==> src/rtl/player_record_pkg.sv <==
// player_record_pkg: record layout, store size and scan FSM encoding shared by the
// player record arbiter and its bench-facing top.
`default_nettype none

package player_record_pkg;

   localparam int NUM_PLAYERS = 5;
   localparam int RECORD_W    = 19;

   localparam int L2_UNLOCK_BIT = 18;
   localparam int L3_UNLOCK_BIT = 17;
   localparam int L2_TENS_LSB   = 13;
   localparam int L2_UNITS_LSB  = 9;
   localparam int L3_DONE_BIT   = 8;
   localparam int L3_TENS_LSB   = 4;
   localparam int L3_UNITS_LSB  = 0;

   typedef enum logic [1:0] {
      S_IDLE    = 2'd0,
      S_SCAN    = 2'd1,
      S_RESOLVE = 2'd2,
      S_DONE    = 2'd3
   } scan_state_t;

   // Combined L2+L3 score; fields are BCD so the sum never exceeds 198.
   function automatic logic [7:0] record_total(input logic [3:0] l2_tens,
                                               input logic [3:0] l2_units,
                                               input logic [3:0] l3_tens,
                                               input logic [3:0] l3_units);
      return {4'd0, l3_tens} * 8'd10 + {4'd0, l3_units}
           + {4'd0, l2_tens} * 8'd10 + {4'd0, l2_units};
   endfunction

endpackage

`default_nettype wire

==> src/rtl/rr_arbiter3.sv <==
// rr_arbiter3: three-way round-robin arbiter; bit 0 = write, 1 = read, 2 = scan.
// The pointer names the highest-priority requester and moves past each grant.
`default_nettype none

module rr_arbiter3 (
   input  logic       clk,
   input  logic       rst,
   input  logic [2:0] req,
   output logic [2:0] gnt
);

   logic [1:0] r_ptr;
   logic [1:0] w_next_ptr;

   always_comb begin
      gnt = 3'b000;
      case (r_ptr)
         2'd0: begin
            if      (req[0]) gnt = 3'b001;
            else if (req[1]) gnt = 3'b010;
            else if (req[2]) gnt = 3'b100;
         end
         2'd1: begin
            if      (req[1]) gnt = 3'b010;
            else if (req[2]) gnt = 3'b100;
            else if (req[0]) gnt = 3'b001;
         end
         default: begin
            if      (req[2]) gnt = 3'b100;
            else if (req[0]) gnt = 3'b001;
            else if (req[1]) gnt = 3'b010;
         end
      endcase
   end

   always_comb begin
      w_next_ptr = r_ptr;
      if      (gnt[0]) w_next_ptr = 2'd1;
      else if (gnt[1]) w_next_ptr = 2'd2;
      else if (gnt[2]) w_next_ptr = 2'd0;
   end

   always_ff @(posedge clk or posedge rst) begin
      if (rst) r_ptr <= 2'd0;
      else     r_ptr <= w_next_ptr;
   end

endmodule

`default_nettype wire

==> src/rtl/player_record_arbiter.sv <==
// player_record_arbiter: five player records shared by a masked write port, a read
// port and a high-score scan engine, one record access per cycle.
`default_nettype none

module player_record_arbiter
   import player_record_pkg::*;
(
   input  logic                clk,
   input  logic                rst,
   input  logic                wr_req,
   input  logic [2:0]          wr_id,
   input  logic [RECORD_W-1:0] wr_mask,
   input  logic [RECORD_W-1:0] wr_data,
   output logic                wr_gnt,
   input  logic                rd_req,
   input  logic [2:0]          rd_id,
   output logic                rd_gnt,
   output logic [RECORD_W-1:0] rd_data,
   input  logic                scan_start,
   output logic                scan_busy,
   output logic                scan_done,
   output logic [3:0]          winner_index,
   output logic [3:0]          winner_l2_tens,
   output logic [3:0]          winner_l2_units,
   output logic [3:0]          winner_l3_tens,
   output logic [3:0]          winner_l3_units
);

   localparam logic [2:0] c_ID_LIMIT = 3'(NUM_PLAYERS);
   localparam logic [2:0] c_LAST_IDX = 3'(NUM_PLAYERS - 1);

   logic [RECORD_W-1:0] r_store [NUM_PLAYERS];

   scan_state_t r_state;
   logic [2:0]  r_idx;
   logic [7:0]  r_best;
   logic [2:0]  r_best_idx;
   logic        r_unique;
   logic [15:0] r_best_scores;

   logic [2:0]  w_req;
   logic [2:0]  w_gnt;
   logic        w_wr_ok;
   logic        w_rd_ok;
   logic [15:0] w_scan_scores;
   logic [7:0]  w_scan_total;

   // A port whose grant pulse is showing sits out, so a request dropped on gnt
   // produces exactly one access.
   assign w_req = {r_state == S_SCAN, rd_req & ~rd_gnt, wr_req & ~wr_gnt};

   rr_arbiter3 u_rr (
      .clk (clk),
      .rst (rst),
      .req (w_req),
      .gnt (w_gnt)
   );

   assign w_wr_ok = (wr_id < c_ID_LIMIT);
   assign w_rd_ok = (rd_id < c_ID_LIMIT);

   assign w_scan_scores = {r_store[r_idx][L2_TENS_LSB +: 4], r_store[r_idx][L2_UNITS_LSB +: 4],
                           r_store[r_idx][L3_TENS_LSB +: 4], r_store[r_idx][L3_UNITS_LSB +: 4]};
   assign w_scan_total  = record_total(w_scan_scores[15:12], w_scan_scores[11:8],
                                       w_scan_scores[7:4],   w_scan_scores[3:0]);

   always_ff @(posedge clk or posedge rst) begin
      if (rst) begin
         for (int i = 0; i < NUM_PLAYERS; i++) r_store[i] <= '0;
      end else if (w_gnt[0] && w_wr_ok) begin
         r_store[wr_id] <= (r_store[wr_id] & ~wr_mask) | (wr_data & wr_mask);
      end
   end

   always_ff @(posedge clk or posedge rst) begin
      if (rst) begin
         wr_gnt  <= 1'b0;
         rd_gnt  <= 1'b0;
         rd_data <= '0;
      end else begin
         wr_gnt  <= w_gnt[0];
         rd_gnt  <= w_gnt[1];
         rd_data <= (w_gnt[1] && w_rd_ok) ? r_store[rd_id] : '0;
      end
   end

   always_ff @(posedge clk or posedge rst) begin
      if (rst) begin
         r_state         <= S_IDLE;
         r_idx           <= 3'd0;
         r_best          <= 8'd0;
         r_best_idx      <= 3'd0;
         r_unique        <= 1'b0;
         r_best_scores   <= 16'd0;
         scan_busy       <= 1'b0;
         scan_done       <= 1'b0;
         winner_index    <= 4'd0;
         winner_l2_tens  <= 4'd0;
         winner_l2_units <= 4'd0;
         winner_l3_tens  <= 4'd0;
         winner_l3_units <= 4'd0;
      end else begin
         scan_done <= 1'b0;
         case (r_state)
            S_IDLE: begin
               if (scan_start) begin
                  r_state    <= S_SCAN;
                  r_idx      <= 3'd0;
                  r_best     <= 8'd0;
                  r_best_idx <= 3'd0;
                  r_unique   <= 1'b0;
                  scan_busy  <= 1'b1;
               end
            end
            S_SCAN: begin
               if (w_gnt[2]) begin
                  if (w_scan_total > r_best) begin
                     r_best        <= w_scan_total;
                     r_best_idx    <= r_idx;
                     r_unique      <= 1'b1;
                     r_best_scores <= w_scan_scores;
                  end else if (w_scan_total == r_best) begin
                     r_unique <= 1'b0;
                  end
                  if (r_idx == c_LAST_IDX) r_state <= S_RESOLVE;
                  else                     r_idx   <= r_idx + 3'd1;
               end
            end
            S_RESOLVE: begin
               // A tie or an all-zero table reports player 0 with zero scores.
               winner_index    <= r_unique ? {1'b0, r_best_idx} : 4'd0;
               winner_l2_tens  <= r_unique ? r_best_scores[15:12] : 4'd0;
               winner_l2_units <= r_unique ? r_best_scores[11:8]  : 4'd0;
               winner_l3_tens  <= r_unique ? r_best_scores[7:4]   : 4'd0;
               winner_l3_units <= r_unique ? r_best_scores[3:0]   : 4'd0;
               scan_done       <= 1'b1;
               r_state         <= S_DONE;
            end
            S_DONE: begin
               scan_busy <= 1'b0;
               r_state   <= S_IDLE;
            end
            default: begin
               scan_busy <= 1'b0;
               r_state   <= S_IDLE;
            end
         endcase
      end
   end

endmodule

`default_nettype wire

==> config.mk <==
export PLATFORM = sky130hd
export DESIGN_NAME = player_record_arbiter
export DESIGN_NICKNAME = d
export VERILOG_FILES = /design/src/rtl/player_record_pkg.sv /design/src/rtl/rr_arbiter3.sv /design/src/rtl/player_record_arbiter.sv
export SDC_FILE = /design/constraint.sdc
export NUM_CORES = 1
export LEC_CHECK = 0
export BUFFER_PORTS_ARGS = -buffer_cell sky130_fd_sc_hd__buf_2
export CAP_MARGIN = 25
export CORE_MARGIN = 5
export CORE_UTILIZATION = 49
export DETAILED_ROUTE_END_ITERATION = 8
export MAX_ROUTING_LAYER = met4
export PLACE_DENSITY = 0.75
export SETUP_SLACK_MARGIN = 0.1
export SLEW_MARGIN = 20
export SYNTH_ARGS = -nofsm -noshare
export SYNTH_HDL_FRONTEND = slang
export SYNTH_SLANG_ARGS = --single-unit
==> constraint.sdc <==
create_clock -name clk -period 6.4 [get_ports clk]
set_clock_uncertainty 0.05 [all_clocks]
set_input_delay 0.64 -clock clk [delete_from_list [all_inputs] [get_ports clk]]
set_output_delay 0.64 -clock clk [all_outputs]
set_load 0.1 [all_outputs]
Word-level counts from Yosys, hierarchy flattened

Index checks and enable logic that the tools add are counted.

Bits in writable memories: 0
Memories kept: 0
Output and inout port bits: 43
Latch bits: 0
Word-level logic and storage cells: 126
Bits of input ports: 49
Flip-flop bits (word level): 173
ROM bits: 0

Order comparisons: 7
Multiplexer cells: 54
Equal/unequal tests: 12
Shift operators: 0
Multiply operators: 2
Divide/modulo/power cells: 0
Reduce and logical (&&, ||, !) cells: 14
Bitwise logic cells: 11
Add/sub/neg operators: 4

Operator list:

| kind                  | count |
|---|---|
| $bmux W19 S3          | 3 |
| $mux W19              | 6 |
| $bwmux W95            | 1 |
| $demux W19 S3         | 1 |
| $mux W3               | 13 |
| $and A19 B19 Y19      | 2 |
| $mux W17              | 2 |
| $mux W8               | 3 |
| $not A19 Y19          | 1 |
| $or A19 B19 Y19       | 1 |
| $pmux W3 S2           | 3 |
| $add A8 B4 Y8         | 2 |
| $mux W4               | 4 |
| $pmux W8 S2           | 1 |
| $mul A4 B3 Y7 const B | 2 |
| $mux W2               | 7 |
| $ge A4 B4 Y1 const B  | 3 |
| $not A3 Y4            | 3 |
| $reduce_and A4 Y1     | 3 |
| $ne A2 B2 Y1 const B  | 5 |
| $add A8 B8 Y8         | 1 |
| $eq A8 B8 Y1          | 1 |
| $gt A8 B8 Y1          | 1 |
| $pmux W2 S4           | 1 |
| other kinds (17)      | 34 |

Logic depth before layout (Yosys ltp)

Depth in word-level cells: 13
Gate-level depth with buffers: 26
Gate-level depth less buffers: 24

Hierarchy

From an unflattened synthesis, not the netlist that was laid out.

Cells, all modules: 904
Area, all modules: 9320.2 um^2

By module, submodules not included:

| module                | cells each | instances | area an instance (um^2) |
|---|---|---|---|
| player_record_arbiter | 885        | 1         | 9170.0 |
| rr_arbiter3           | 19         | 1         | 150.1 |

Least setup slack after synthesis

OpenSTA, ideal clock, no wires.

Kind: reg-to-reg
Start: register r_idx[0]
End: register r_best_scores[0]
Arrival: 5529 ps
Cell stages (with the launch flop): 24
Library setup time: 125 ps
Slack: 697 ps
Period minus slack after synthesis: 5703 ps
Buffers on the path: 4
Cell sequence: dfrtp_1 > buf_4 > buf_6 > buf_4 > mux4_2 > a22o_1 > ha_1 > inv_1 > fa_1 > fa_1 > inv_1 > ha_1 > a21o_1 > a21oi_1 > o21bai_1 > a21oi_1 > xnor2_1 > xnor2_1 > ha_1 > a22o_1 > o41ai_4 > nor3_4 > buf_2 > mux2_2

Cells in the longest elaborated chain, start to end: 10
Elaborated cells between the ends (all ways): 11

Ends and longest elaborated chain:

| what                                         | RTL line                     | text |
|---|---|---|
| start: declaration                           | player_record_arbiter.sv:35  | `logic [2:0] r_idx;` |
| start signal: assignment                     | player_record_arbiter.sv:126 | `else r_idx <= r_idx + 3'd1;` |
| $not A3 Y4 (implied by the code)             | player_record_arbiter.sv:63  | `r_store[r_idx][L3_TENS_LSB +: 4], r_store[r_idx][L3_UNITS_LSB +: 4]};` |
| $bmux W19 S3                                 | player_record_arbiter.sv:63  |  |
| $mux W17 (implied by the code) (2 in series) | player_record_arbiter.sv:63  |  |
| net w_scan_scores[6]                         | player_record_arbiter.sv:45  | `logic [15:0] w_scan_scores;` |
| $mul A4 B3 Y7                                | player_record_pkg.sv:30      | `return {4'd0, l3_tens} * 8'd10 + {4'd0, l3_units}` |
| $add A8 B4 Y8                                | player_record_pkg.sv:30      |  |
| $add A8 B8 Y8                                | player_record_pkg.sv:31      | `+ {4'd0, l2_tens} * 8'd10 + {4'd0, l2_units};` |
| $add A8 B4 Y8                                | player_record_pkg.sv:31      |  |
| $gt A8 B8 Y1                                 | player_record_arbiter.sv:117 | `if (w_scan_total > r_best) begin` |
| $reduce_and A3 Y1 (no source line)           | n/a                          |  |
| end signal: assignment                       | player_record_arbiter.sv:121 | `r_best_scores <= w_scan_scores;` |
| end: declaration                             | player_record_arbiter.sv:39  | `logic [15:0] r_best_scores;` |

The timed path passes the listed nets, and every way through them passes these cells. The select of a mux whose other input is x is not followed.
A chain may end at the register's enable or synchronous reset.

Worst setup path in the final report

Start: register r_idx[0]
End: register r_best_scores[15]

Elaborated cells between the ends (all ways): 11

RTL lines:

| what                                         | RTL line                     | text |
|---|---|---|
| $not A3 Y4 (implied by the code)             | player_record_arbiter.sv:62  | `assign w_scan_scores = {r_store[r_idx][L2_TENS_LSB +: 4], r_store[r_idx][L2_UNITS_LSB +: 4],` |
| $bmux W19 S3                                 | player_record_arbiter.sv:62  |  |
| $mux W17 (implied by the code) (2 in series) | player_record_arbiter.sv:63  |  |
| net w_scan_scores[13]                        | player_record_arbiter.sv:45  |  |
| $mul A4 B3 Y7                                | player_record_pkg.sv:31      |  |
| $add A8 B8 Y8                                | player_record_pkg.sv:31      |  |
| $add A8 B4 Y8                                | player_record_pkg.sv:31      |  |
| $gt A8 B8 Y1                                 | player_record_arbiter.sv:117 |  |
| $reduce_and A3 Y1 (no source line)           | n/a                          |  |

The timed path passes the listed nets, and every way through them passes these cells. The select of a mux whose other input is x is not followed.

==> flow_summary.ini <==
[route]
ant_nets = 0
route.met2.wl_um = 11800
highest_layer = met4
wl_per_cell_um = 20.9
met1_length_um = 9370
via_per_inst = 5.96
drtPass1Iterations = 5
wl_um = 23100
via_count = 6583
drt_iter0_markers = 503
drc_errors = 0
dr_wl_met3_um = 1450

[synth]
synth-seq-cells = 172
syn-num-nets = 844
ys_warn_count = 0
ys_seq_area_frac = 0.454
syn_area_um2 = 9470
synth_cell_types = 50
synth_cells = 752
synth_top_cell_area_share = 0.454
synth_largest_area_cell = dfrtp_1
yosys-top-cells-area = dfrtp_1 45%, mux2_2 12%, mux4_2 11%
avgSynthCellArea_um2 = 12.6

[grt]
grt_pass1_wl_um = 37100
antenna_found_initial = 0
grt_pass1_vias = 6933
grt_util_all_layers = 0.220
grt_overflow_total = 0
grt_max_degree = 94

[timing]
fmax_mhz = 168
rsz0062_at_grt = no
timing_worst_slew_pin_value_ps = 954
finalHoldViolations = 0
period_needed_ps = 5940
setup_viol = 0
fin_setup_tns_ps = 0
layout_worst_path_cycle_share = 0.929
timing.hold.ws_ps = 313
finalMaxSlewViolations = 0
maxSlewHeadroom = 0.362

[die]
initial_utilization = 0.501
core_area_um2 = 18900
core.rowCount = 50
die_y_um = 149
die_area_um2 = 22200
die_x_um = 149
ioPinCount = 92

[layout]
num-fill-cells = 1573
antenna_cells = 0
drive_gt1_frac = 0.370
syn_to_final_growth_pct = 13.7
num-nets-final = 925
stdcell_area_um2 = 10800

[setup_path]
path_class = flop to flop
crit_path_end_kind = flop
arrival_ps = 6210
startpoint_type = flop
r2r_cells = 21
crit_family = adder cells
r2r_slack_ps = 460
worst_path_most_repeated_cell = ha_1
slowest_stage = dfrtp_1
rr_endpoint = r_best_scores[15]
path_cells = buf_12 > mux4_2 > a22o_1 > ha_1 > ha_1 > fa_1 > ha_1 > ha_1 > ha_1 > inv_1 > o21bai_1 > a21oi_1 > xnor2_1 > xnor2_1 > ha_1 > a22o_1 > o41ai_4 > buf_4 > nor3_4 > buf_12 > mux2_2
r2r_start = r_idx[0]
critPathBufInv = 4
slowest_delay_ps = 610
critPathMaxFanout = 16
worstPathRequired_ps = 6670

[cts]
cts_buffers = 17
cts_tree = yes
cts_htree_levels = 4
cts_buffer_depth = 2
root_buffer = clkbuf_16
cts_hold_buf = 0
path_clk_slew_ps = 70
clk_latency_ps = 440
cts_sinks = 172

[placement]
placed_area_um2 = 10100
place.gp.congestion = 0.873
place_hpwl_um = 15500
port_buffers = 90

[hold_path]
hold_class = primary input to asynchronous set/reset pin

[outcome]
status = finished clean

[flow_run]
cap_viol_max_count = 0
[logic make-up after synthesis]
kind of cell,Yosys count,synth area share
AND/OR/NAND/NOR,116,0.0590
other,1,0.000396
adder cells (fa/ha/maj),43,0.0639
multiplexers,159,0.253
XOR/XNOR,9,0.00832
AO/OA/AOI/OAI,151,0.110
buffers and inverters,101,0.0510
flip-flops,172,0.454
[worst register-to-register path, cell delays in order (launching register included)]
cell and delay (ps):
dfrtp_1 610, buf_12 230, mux4_2 510, a22o_1 250, ha_1 310, ha_1 230, fa_1 460, ha_1 290
ha_1 300, ha_1 340, inv_1 100, o21bai_1 80, a21oi_1 170, xnor2_1 150, xnor2_1 180, ha_1 300
a22o_1 240, o41ai_4 330, buf_4 200, nor3_4 50, buf_12 180, mux2_2 270
[synthesized netlist by cell type, drive strengths merged]
library cell  instances
a21oi                19
nand2b                3
nand4                 2
mux2                103
o211ai                1
a21o                  3
nor2b                 3
nand2                31
conb                  1
o21bai                2
o41ai                 1
nand3b                3
xnor2                 6
nor3                  7
mux4                 52
dfrtp               172
inv                  54
o31ai                 1
mux2i                 4
a22o                 24
a211oi                1
o32ai                 1
o21ai                51
xor2                  3
a22oi                43
o22ai                 1
nor2                 43
a211o                 1
buf                  31
and3                  1
fa                    9
nand3                22
o21a                  1
clkbuf               16
and2                  1
a311oi                1
ha                   34
[worst max-delay path by stage]
stage | slack [ps] | cells past startpoint | endpoint | start
final | 460 | 21 | r_best_scores[15] | r_idx[0]
after detailed placement | 220 | 19 | r_best_scores[0] | r_idx[0]
after CTS | 170 | 19 | r_best_scores[15] | r_idx[0]
after global routing | 160 | 23 | r_best_scores[4] | r_idx[0]
after floorplan | 700 | 23 | r_best_scores[0] | r_idx[0]
after global placement | 430 | 19 | r_best_scores[8] | r_idx[0]
[metrics by stage]
step                 util  instances  setup slack, ps
finish              0.570       1105              455
detailed placement  0.536       1070              220
CTS                 0.567       1101              172
floorplan               -        752              697
global route        0.570       1105              165
global placement    0.534       1067              428
[layer usage]
metal | vias up | global-route usage
met5 | - | -
met4 | 0 | 0.0728
met3 | 48 | 0.0474
met2 | 250 | 0.354
met1 | 3340 | 0.281
li1 | 2945 | -
[registers in the layout, summed over array words and instances, names as in the netlist, 4 cells and up]
signal / cells
r_best: 8
winner_l3_tens: 4
rd_data: 19
r_best_scores: 16
winner_l3_units: 4
winner_l2_units: 4
winner_l2_tens: 4
r_store: 95
[area by class of cell]
cell class	count	area [µm²]	share of cell area
Multi-Input combinational cell	480	4720	0.438
Sequential cell	172	4300	0.400
Timing Repair Buffer	108	629	0.0584
Clock buffer	18	429	0.0398
Tap cell	260	325	0.0302
Inverter	54	208	0.0193
Clock inverter	13	156	0.0145
[cells in the final DEF (no fill, tap or decap), types with 4 or more instances in the layout]
cell	n
a21oi_1	19
a22o_1	24
a22oi_1	42
buf_2	90
buf_4	13
clkbuf_16	17
clkinvlp_4	4
dfrtp_1	172
fa_1	9
ha_1	34
inv_1	51
inv_6	6
mux2_2	103
mux2i_1	4
mux4_1	6
mux4_2	46
nand2_1	28
nand3_1	21
nor2_1	43
o21ai_0	34
o21ai_1	10
o21ai_2	7
xnor2_1	6
[what timing repair did]
item | 4_1_cts | 5_1_grt
endpoints found under the setup margin | 0 | 23
gates resized for setup | 0 | 4
buffers inserted | 0 | 3
Power is left out: the tool's default activity adds up to more than one toggle a clock period on the data nets, which glitch-free logic cannot reach.
